`src/rtl/axi_lite_pkg.sv`:
```
// Shared AXI-Lite definitions: response codes, FSM state encodings and the
// byte-lane merge used when a write carries a partial strobe.
package axi_lite_pkg;

  localparam logic [1:0] RESP_OKAY   = 2'b00;
  localparam logic [1:0] RESP_SLVERR = 2'b10;

  typedef enum logic [1:0] {
    W_IDLE    = 2'd0,
    W_HAVE_AW = 2'd1,
    W_HAVE_W  = 2'd2,
    W_RESP    = 2'd3
  } w_state_e;

  typedef enum logic {
    R_IDLE = 1'b0,
    R_DATA = 1'b1
  } r_state_e;

  function automatic logic [31:0] strb_merge(input logic [31:0] old_v,
                                             input logic [31:0] new_v,
                                             input logic [3:0]  strb);
    logic [31:0] res;
    res = old_v;
    for (int k = 0; k < 4; k++) begin
      if (strb[k]) res[8*k +: 8] = new_v[8*k +: 8];
      else         res[8*k +: 8] = old_v[8*k +: 8];
    end
    return res;
  endfunction

endpackage

```
`src/rtl/axi_lite_reg_bank.sv`:
```
// NREG x 32-bit register storage with byte-strobe merge, a registered
// one-hot update pulse, and a combinational read mux.
module axi_lite_reg_bank
  import axi_lite_pkg::*;
#(
  parameter int NREG  = 16,
  parameter int IDX_W = $clog2(NREG)
) (
  input  logic                 clk,
  input  logic                 reset,
  input  logic                 wr_en,
  input  logic [IDX_W-1:0]     wr_idx,
  input  logic [31:0]          wr_data,
  input  logic [3:0]           wr_strb,
  input  logic [IDX_W-1:0]     rd_idx,
  output logic [31:0]          rd_data,
  output logic [NREG*32-1:0]   reg_out,
  output logic [NREG-1:0]      wr_pulse
);

  logic [NREG-1:0][31:0] regs_q, regs_d;
  logic [NREG-1:0]       pulse_q, pulse_d;

  // Next register contents and update pulse for this cycle's commit.
  always_comb begin
    regs_d  = regs_q;
    pulse_d = {NREG{1'b0}};
    if (wr_en) begin
      regs_d[wr_idx]  = strb_merge(regs_q[wr_idx], wr_data, wr_strb);
      pulse_d[wr_idx] = 1'b1;
    end else begin
      pulse_d = {NREG{1'b0}};
    end
  end

  // Storage and pulse flops.
  always_ff @(posedge clk or posedge reset) begin
    if (reset) begin
      regs_q  <= {(NREG*32){1'b0}};
      pulse_q <= {NREG{1'b0}};
    end else begin
      regs_q  <= regs_d;
      pulse_q <= pulse_d;
    end
  end

  assign rd_data  = regs_q[rd_idx];
  assign reg_out  = regs_q;
  assign wr_pulse = pulse_q;

endmodule

```
`src/rtl/axi_lite_reg_slave.sv`:
```
// AXI4-Lite register slave: independent write and read FSMs in front of a
// register bank. Address bits [1:0] are ignored; high bits must be zero.
module axi_lite_reg_slave
  import axi_lite_pkg::*;
#(
  parameter int NREG   = 16,
  parameter int ADDR_W = 32
) (
  input  logic                 clk,
  input  logic                 reset,
  input  logic [ADDR_W-1:0]    awaddr,
  input  logic                 awvalid,
  output logic                 awready,
  input  logic [31:0]          wdata,
  input  logic [3:0]           wstrb,
  input  logic                 wvalid,
  output logic                 wready,
  output logic [1:0]           bresp,
  output logic                 bvalid,
  input  logic                 bready,
  input  logic [ADDR_W-1:0]    araddr,
  input  logic                 arvalid,
  output logic                 arready,
  output logic [31:0]          rdata,
  output logic [1:0]           rresp,
  output logic                 rvalid,
  input  logic                 rready,
  output logic [NREG*32-1:0]   reg_out,
  output logic [NREG-1:0]      wr_pulse
);

  localparam int IDX_W = $clog2(NREG);

  function automatic logic addr_ok(input logic [ADDR_W-1:0] a);
    return ((a >> (IDX_W + 2)) == {ADDR_W{1'b0}});
  endfunction

  w_state_e            w_state_q, w_state_d;
  r_state_e            r_state_q, r_state_d;
  logic [ADDR_W-1:0]   awaddr_q, awaddr_d;
  logic [31:0]         wdata_q, wdata_d, rdata_q, rdata_d, rd_data_s;
  logic [3:0]          wstrb_q, wstrb_d;
  logic [1:0]          bresp_q, bresp_d, rresp_q, rresp_d;
  logic                bvalid_q, bvalid_d, rvalid_q, rvalid_d;
  logic                rdy_en_q;
  logic                aw_hs_s, w_hs_s, ar_hs_s, commit_s, bank_we_s;
  logic [ADDR_W-1:0]   cm_addr_s;
  logic [31:0]         cm_data_s;
  logic [3:0]          cm_strb_s;

  // Ready gating keeps all channels closed until the first edge after reset.
  assign awready = rdy_en_q & ((w_state_q == W_IDLE) | (w_state_q == W_HAVE_W));
  assign wready  = rdy_en_q & ((w_state_q == W_IDLE) | (w_state_q == W_HAVE_AW));
  assign arready = rdy_en_q & (r_state_q == R_IDLE);
  assign aw_hs_s = awvalid & awready;
  assign w_hs_s  = wvalid & wready;
  assign ar_hs_s = arvalid & arready;

  // Write FSM next state; commit fires on the second handshake of the pair.
  always_comb begin
    w_state_d = w_state_q;
    awaddr_d  = awaddr_q;
    wdata_d   = wdata_q;
    wstrb_d   = wstrb_q;
    bresp_d   = bresp_q;
    bvalid_d  = bvalid_q;
    commit_s  = 1'b0;
    cm_addr_s = awaddr_q;
    cm_data_s = wdata_q;
    cm_strb_s = wstrb_q;
    case (w_state_q)
      W_IDLE: begin
        if (aw_hs_s && w_hs_s) begin
          commit_s  = 1'b1;
          cm_addr_s = awaddr;
          cm_data_s = wdata;
          cm_strb_s = wstrb;
        end else if (aw_hs_s) begin
          awaddr_d  = awaddr;
          w_state_d = W_HAVE_AW;
        end else if (w_hs_s) begin
          wdata_d   = wdata;
          wstrb_d   = wstrb;
          w_state_d = W_HAVE_W;
        end else begin
          w_state_d = W_IDLE;
        end
      end
      W_HAVE_AW: begin
        if (w_hs_s) begin
          commit_s  = 1'b1;
          cm_data_s = wdata;
          cm_strb_s = wstrb;
        end else begin
          w_state_d = W_HAVE_AW;
        end
      end
      W_HAVE_W: begin
        if (aw_hs_s) begin
          commit_s  = 1'b1;
          cm_addr_s = awaddr;
        end else begin
          w_state_d = W_HAVE_W;
        end
      end
      W_RESP: begin
        if (bready) begin
          w_state_d = W_IDLE;
          bvalid_d  = 1'b0;
        end else begin
          w_state_d = W_RESP;
        end
      end
      default: begin
        w_state_d = W_IDLE;
        bvalid_d  = 1'b0;
      end
    endcase
    if (commit_s) begin
      w_state_d = W_RESP;
      bvalid_d  = 1'b1;
      bresp_d   = addr_ok(cm_addr_s) ? RESP_OKAY : RESP_SLVERR;
    end else begin
      bresp_d = bresp_q;
    end
  end

  assign bank_we_s = commit_s & addr_ok(cm_addr_s) & (|cm_strb_s);

  // Read FSM next state; data is captured from the bank on the handshake.
  always_comb begin
    r_state_d = r_state_q;
    rdata_d   = rdata_q;
    rresp_d   = rresp_q;
    rvalid_d  = rvalid_q;
    case (r_state_q)
      R_IDLE: begin
        if (ar_hs_s) begin
          r_state_d = R_DATA;
          rvalid_d  = 1'b1;
          rdata_d   = addr_ok(araddr) ? rd_data_s : 32'h0000_0000;
          rresp_d   = addr_ok(araddr) ? RESP_OKAY : RESP_SLVERR;
        end else begin
          r_state_d = R_IDLE;
        end
      end
      R_DATA: begin
        if (rready) begin
          r_state_d = R_IDLE;
          rvalid_d  = 1'b0;
        end else begin
          r_state_d = R_DATA;
        end
      end
      default: begin
        r_state_d = R_IDLE;
        rvalid_d  = 1'b0;
      end
    endcase
  end

  // Write and read FSM state, capture registers and response outputs.
  always_ff @(posedge clk or posedge reset) begin
    if (reset) begin
      rdy_en_q  <= 1'b0;
      w_state_q <= W_IDLE;
      awaddr_q  <= {ADDR_W{1'b0}};
      wdata_q   <= 32'h0000_0000;
      wstrb_q   <= 4'h0;
      bresp_q   <= RESP_OKAY;
      bvalid_q  <= 1'b0;
      r_state_q <= R_IDLE;
      rdata_q   <= 32'h0000_0000;
      rresp_q   <= RESP_OKAY;
      rvalid_q  <= 1'b0;
    end else begin
      rdy_en_q  <= 1'b1;
      w_state_q <= w_state_d;
      awaddr_q  <= awaddr_d;
      wdata_q   <= wdata_d;
      wstrb_q   <= wstrb_d;
      bresp_q   <= bresp_d;
      bvalid_q  <= bvalid_d;
      r_state_q <= r_state_d;
      rdata_q   <= rdata_d;
      rresp_q   <= rresp_d;
      rvalid_q  <= rvalid_d;
    end
  end

  assign bresp  = bresp_q;
  assign bvalid = bvalid_q;
  assign rdata  = rdata_q;
  assign rresp  = rresp_q;
  assign rvalid = rvalid_q;

  axi_lite_reg_bank #(.NREG(NREG), .IDX_W(IDX_W)) u_bank (
    .clk      (clk),
    .reset    (reset),
    .wr_en    (bank_we_s),
    .wr_idx   (cm_addr_s[IDX_W+1:2]),
    .wr_data  (cm_data_s),
    .wr_strb  (cm_strb_s),
    .rd_idx   (araddr[IDX_W+1:2]),
    .rd_data  (rd_data_s),
    .reg_out  (reg_out),
    .wr_pulse (wr_pulse)
  );

endmodule

```
`config.mk`:
```
export PLATFORM = sky130hd
export DESIGN_NAME = axi_lite_reg_slave
export DESIGN_NICKNAME = d
export VERILOG_FILES = /design/src/rtl/axi_lite_pkg.sv /design/src/rtl/axi_lite_reg_bank.sv /design/src/rtl/axi_lite_reg_slave.sv
export SDC_FILE = /design/constraint.sdc
export NUM_CORES = 2
export LEC_CHECK = 0
export BUFFER_PORTS_ARGS = -buffer_cell sky130_fd_sc_hd__buf_4
export CAP_MARGIN = 20
export CORE_AREA = 2 2 261 263
export CTS_CLUSTER_DIAMETER = 60
export CTS_CLUSTER_SIZE = 28
export DETAILED_ROUTE_END_ITERATION = 10
export DIE_AREA = 0 0 263 265
export PLACE_DENSITY = 0.83
export SKIP_LAST_GASP = 1
export SLEW_MARGIN = 20
export SYNTH_ARGS = -nofsm -noshare
export SYNTH_HDL_FRONTEND = slang
export SYNTH_HIERARCHICAL = 1
export SYNTH_SLANG_ARGS = --single-unit
```
`constraint.sdc`:
```
create_clock -name clk -period 20.4 [get_ports clk]
set_input_delay 2.04 -clock clk [delete_from_list [all_inputs] [get_ports clk]]
set_output_delay 2.04 -clock clk [all_outputs]
set_load 0.1 [all_outputs]
```
==> reports/qor.yml <==
detailed_routing:
  drtIter0Drc: 4749
  post-route-drc-count: 0
  avgViaCountPerCell: 7.140
  final_routed_wirelength_mm: 147.8
  route.vias.total: 31290
  route.detailed.wl_per_inst_um: 33.72
  first_pass_iteration_count_of_the_detailed_router: 9
  drt.antenna.violating_nets: 0
worst_setup_path:
  arrival_ps: 6750
  timing.critical_path.required_ps: 20820
  ff2ff_path_depth: 11
  worstPathCellList: "buf_4, nand3b_1, nor2_1, mux2_2, buf_4, buf_4, nor2b_4, nand2_1, inv_2, buf_4, mux2i_1, a31oi_1"
  reg2reg_to: "u_bank/reg_out[419]"
  critPathMaxStageDelay_ps: 710
  slowest_stage: "sky130_fd_sc_hd__buf_4"
  cp_class: "in2reg"
  reg2reg_setup_slack_ps: 14940
  regToRegStartpoint: "rdy_en_q"
  critical_path.max_fanout: 29
  cp_num_buf_inv: 5
  endpoint_kind: "flop"
  library_cell_appearing_most_often_on_the_critical_path: "sky130_fd_sc_hd__buf_4"
  crit_start_category: "input port"
  critical_path.top_delay_family: "buffers and inverters"
yosys:
  postSynthCellCount: 2969
  syn-cell-area_um2: 35660
  most_instantiated_flip_flop_cell_in_the_synthesis_netlist: "sky130_fd_sc_hd__dfrtp_1"
  ys_top_cells_by_area: "sky130_fd_sc_hd__dfrtp_1 44%, sky130_fd_sc_hd__mux2i_1 17%, sky130_fd_sc_hd__mux4_2 12%"
  syn_avg_cell_area_um2: 12.01
  netlist.area_leader.share_pct: 44.49
  synth_largest_area_cell: "sky130_fd_sc_hd__dfrtp_1"
  synth_edf_count: 0
  synth.yosys.seq_area_share_pct: 44.49
  ys_warn_count: 6
  synthDistinctLibCells: 62
  ys_ff_latch: 634
  synthArstFlopShare_pct: 100.0
floorplan:
  floorplan.initialDensity_pct: 53.38
  rows: 95
  fp.dieW_um: 263
  io-pin-count: 676
  area_of_the_placeable_core_um2: 66800
  floorplan.die_area_um2: 69700
  die_h_um: 265
timing:
  final-setup-viol-count: 0
  finalCriticalPeriod_ps: 6328
  final_count_of_hold_timing_violations: 0
  tightest_slew_ps: 1232
  clock_skew_ps: 27.95
  fin_setup_tns_ps: 0
  slew_headroom_pct: 17.55
  rsz_0062_raised_after_global_routing: "no"
  post-route-period-util_pct: 31.02
  max_clock_freq_ghz: 0.1580
  slew_violations: 0
grt:
  number_of_global_route_vias_before_repair: 30670
  grt_util_all_layers_pct: 41.34
  gr-total-overflow: 0
  grt_pass1_wl_mm: 212.6
  grt_max_degree: 141
  grt_antenna_before_repair: 3
clocking:
  cts_tree: "yes"
  numCtsBuffers: 48
  numClockSinks: 634
  clkSlewWorstSetupHoldPaths_ps: 80
  hold_fix_buffers_cts: 0
  post_cts_resize_count: 0
  post_cts_setup_buffer_count: 0
  ctsRootBufferMaster: "sky130_fd_sc_hd__clkbuf_16"
  clk-insertion-delay-late_ps: 620
  cts_max_path_buffers: 3
  htree_num_levels: 2
job:
  max-cap-violations: 0
placement:
  gp_routability_congestion: 0.9099
  io_buffers: 669
  hpwlAfterDp_mm: 97.95
min_path:
  hold_path_startpoint: "rdata[16]"
  hold_class: "reg2reg"
  hold_depth: 1
  endpoint_of_the_worst_hold_timing_path: "rdata[16]"
final_layout:
  syn_to_final_growth_pct: 19.14
  final_net_count: 3579
  diodes: 0
  proportion_of_layout_cells_with_a_drive_suffix_above_1_pct: 33.50
outcome:
  status: "complete, no violations"
-- sequential cells by signal (all words and copies together), names as in the netlist --
signal / cells
rdata: 32
wdata_q: 32
rresp: 1
rdy_en_q: 1
r_state_q: 1
u_bank/reg_out: 512
wstrb_q: 4
rvalid: 1
bvalid: 1
bresp: 1
awaddr_q: 30
u_bank/wr_pulse: 16
w_state_q: 2
-- Yosys cell counts (5+ instances only) --
cell type,count
sky130_fd_sc_hd__dfrtp_1,634
sky130_fd_sc_hd__mux2i_1,612
sky130_fd_sc_hd__a21oi_1,456
sky130_fd_sc_hd__mux4_2,185
sky130_fd_sc_hd__nor2_1,164
sky130_fd_sc_hd__mux2_2,128
sky130_fd_sc_hd__clkbuf_1,110
sky130_fd_sc_hd__nand2_1,86
sky130_fd_sc_hd__buf_2,67
sky130_fd_sc_hd__a31oi_1,60
sky130_fd_sc_hd__buf_4,43
sky130_fd_sc_hd__nand2b_1,33
sky130_fd_sc_hd__a22o_1,32
sky130_fd_sc_hd__buf_6,31
sky130_fd_sc_hd__nor3_1,29
sky130_fd_sc_hd__a21boi_0,28
sky130_fd_sc_hd__a221o_1,28
sky130_fd_sc_hd__a221oi_1,20
sky130_fd_sc_hd__o22ai_1,20
sky130_fd_sc_hd__o21ai_1,18
sky130_fd_sc_hd__nor4_1,17
sky130_fd_sc_hd__nand3_1,16
sky130_fd_sc_hd__inv_2,13
sky130_fd_sc_hd__a222oi_1,12
sky130_fd_sc_hd__a2bb2oi_1,12
sky130_fd_sc_hd__buf_1,12
sky130_fd_sc_hd__mux2_1,11
sky130_fd_sc_hd__nand2_2,9
sky130_fd_sc_hd__o21bai_1,8
sky130_fd_sc_hd__mux4_1,7
sky130_fd_sc_hd__inv_1,6
sky130_fd_sc_hd__mux2_4,6
sky130_fd_sc_hd__and3b_1,5
sky130_fd_sc_hd__nand4_1,5
-- metal layers --
metal	GRT usage [%]	vias to the layer above	share of wire [%]
li1	-	12240	-
met1	53.08	15650	35
met2	62.16	2752	44
met3	10.52	657	13
met4	27.81	4	8.1
met5	0.4851	-	0.051
-- worst max-delay path by stage --
stage,from,to,cells after the start
after floorplan,reset,u_bank/reg_out[0],1
after global placement,awvalid,u_bank/reg_out[171],12
after detailed placement,awvalid,u_bank/reg_out[181],12
after CTS,awvalid,u_bank/reg_out[181],12
after global routing,awvalid,u_bank/reg_out[459],10
final,awvalid,u_bank/reg_out[419],12
-- stage by stage --
| step | std cells | setup WS (ps) | hold slack [ps] | cell area, µm² | utilization [%] |
|---|---|---|---|---|---|
| after floorplan | 2970 | 3607 | 475.4 | 35660 | - |
| after global placement | 4295 | 13760 | 465.6 | 40730 | 60.98 |
| after detailed placement | 4295 | 13670 | 493.7 | 40740 | 60.99 |
| after CTS | 4383 | 14310 | 513.2 | 42480 | 63.58 |
| after global routing | 4383 | 14100 | 524.5 | 42480 | 63.60 |
| final | 4383 | 14070 | 509.8 | 42480 | 63.60 |
-- cell families after synthesis --
group | synth area share (%)
flops | 44.49
other cells | 0.02106
simple gates | 5.098
compound gates | 11.93
buf+inv | 4.439
mux | 34.02
-- final cells by class --
class	instances	area, µm²
clock buffer	52	1257
clock inverter	36	475.5
fill	5077	24320
inverter	21	95.09
multi-input combinational	2050	18300
sequential	634	15870
tap	873	1092
timing repair buffer	717	5396
-- placed cells by master, fill, tap and decap left out, types with 7 or more instances in the layout --
cell type and count:
sky130_fd_sc_hd__mux4_1 7, sky130_fd_sc_hd__nand2b_1 33, sky130_fd_sc_hd__o21bai_1 8, sky130_fd_sc_hd__mux2i_1 612, sky130_fd_sc_hd__nand3_1 16, sky130_fd_sc_hd__clkbuf_16 49, sky130_fd_sc_hd__mux2_2 126, sky130_fd_sc_hd__a2bb2oi_1 12
sky130_fd_sc_hd__a222oi_1 12, sky130_fd_sc_hd__a22o_1 32, sky130_fd_sc_hd__dfrtp_1 634, sky130_fd_sc_hd__inv_2 14, sky130_fd_sc_hd__o22ai_1 20, sky130_fd_sc_hd__a221o_1 28, sky130_fd_sc_hd__mux2_1 11, sky130_fd_sc_hd__o21ai_1 18
sky130_fd_sc_hd__nand2_2 9, sky130_fd_sc_hd__a221oi_1 20, sky130_fd_sc_hd__mux4_2 185, sky130_fd_sc_hd__nand2_1 86, sky130_fd_sc_hd__nor3_1 28, sky130_fd_sc_hd__a21oi_1 456, sky130_fd_sc_hd__buf_4 714, sky130_fd_sc_hd__nor2_1 161
sky130_fd_sc_hd__a31oi_1 60, sky130_fd_sc_hd__a21boi_0 28, sky130_fd_sc_hd__nor4_1 17
Power is not shown: default switching activity piles up to over one toggle a cycle in this logic, so the estimate is an artifact.
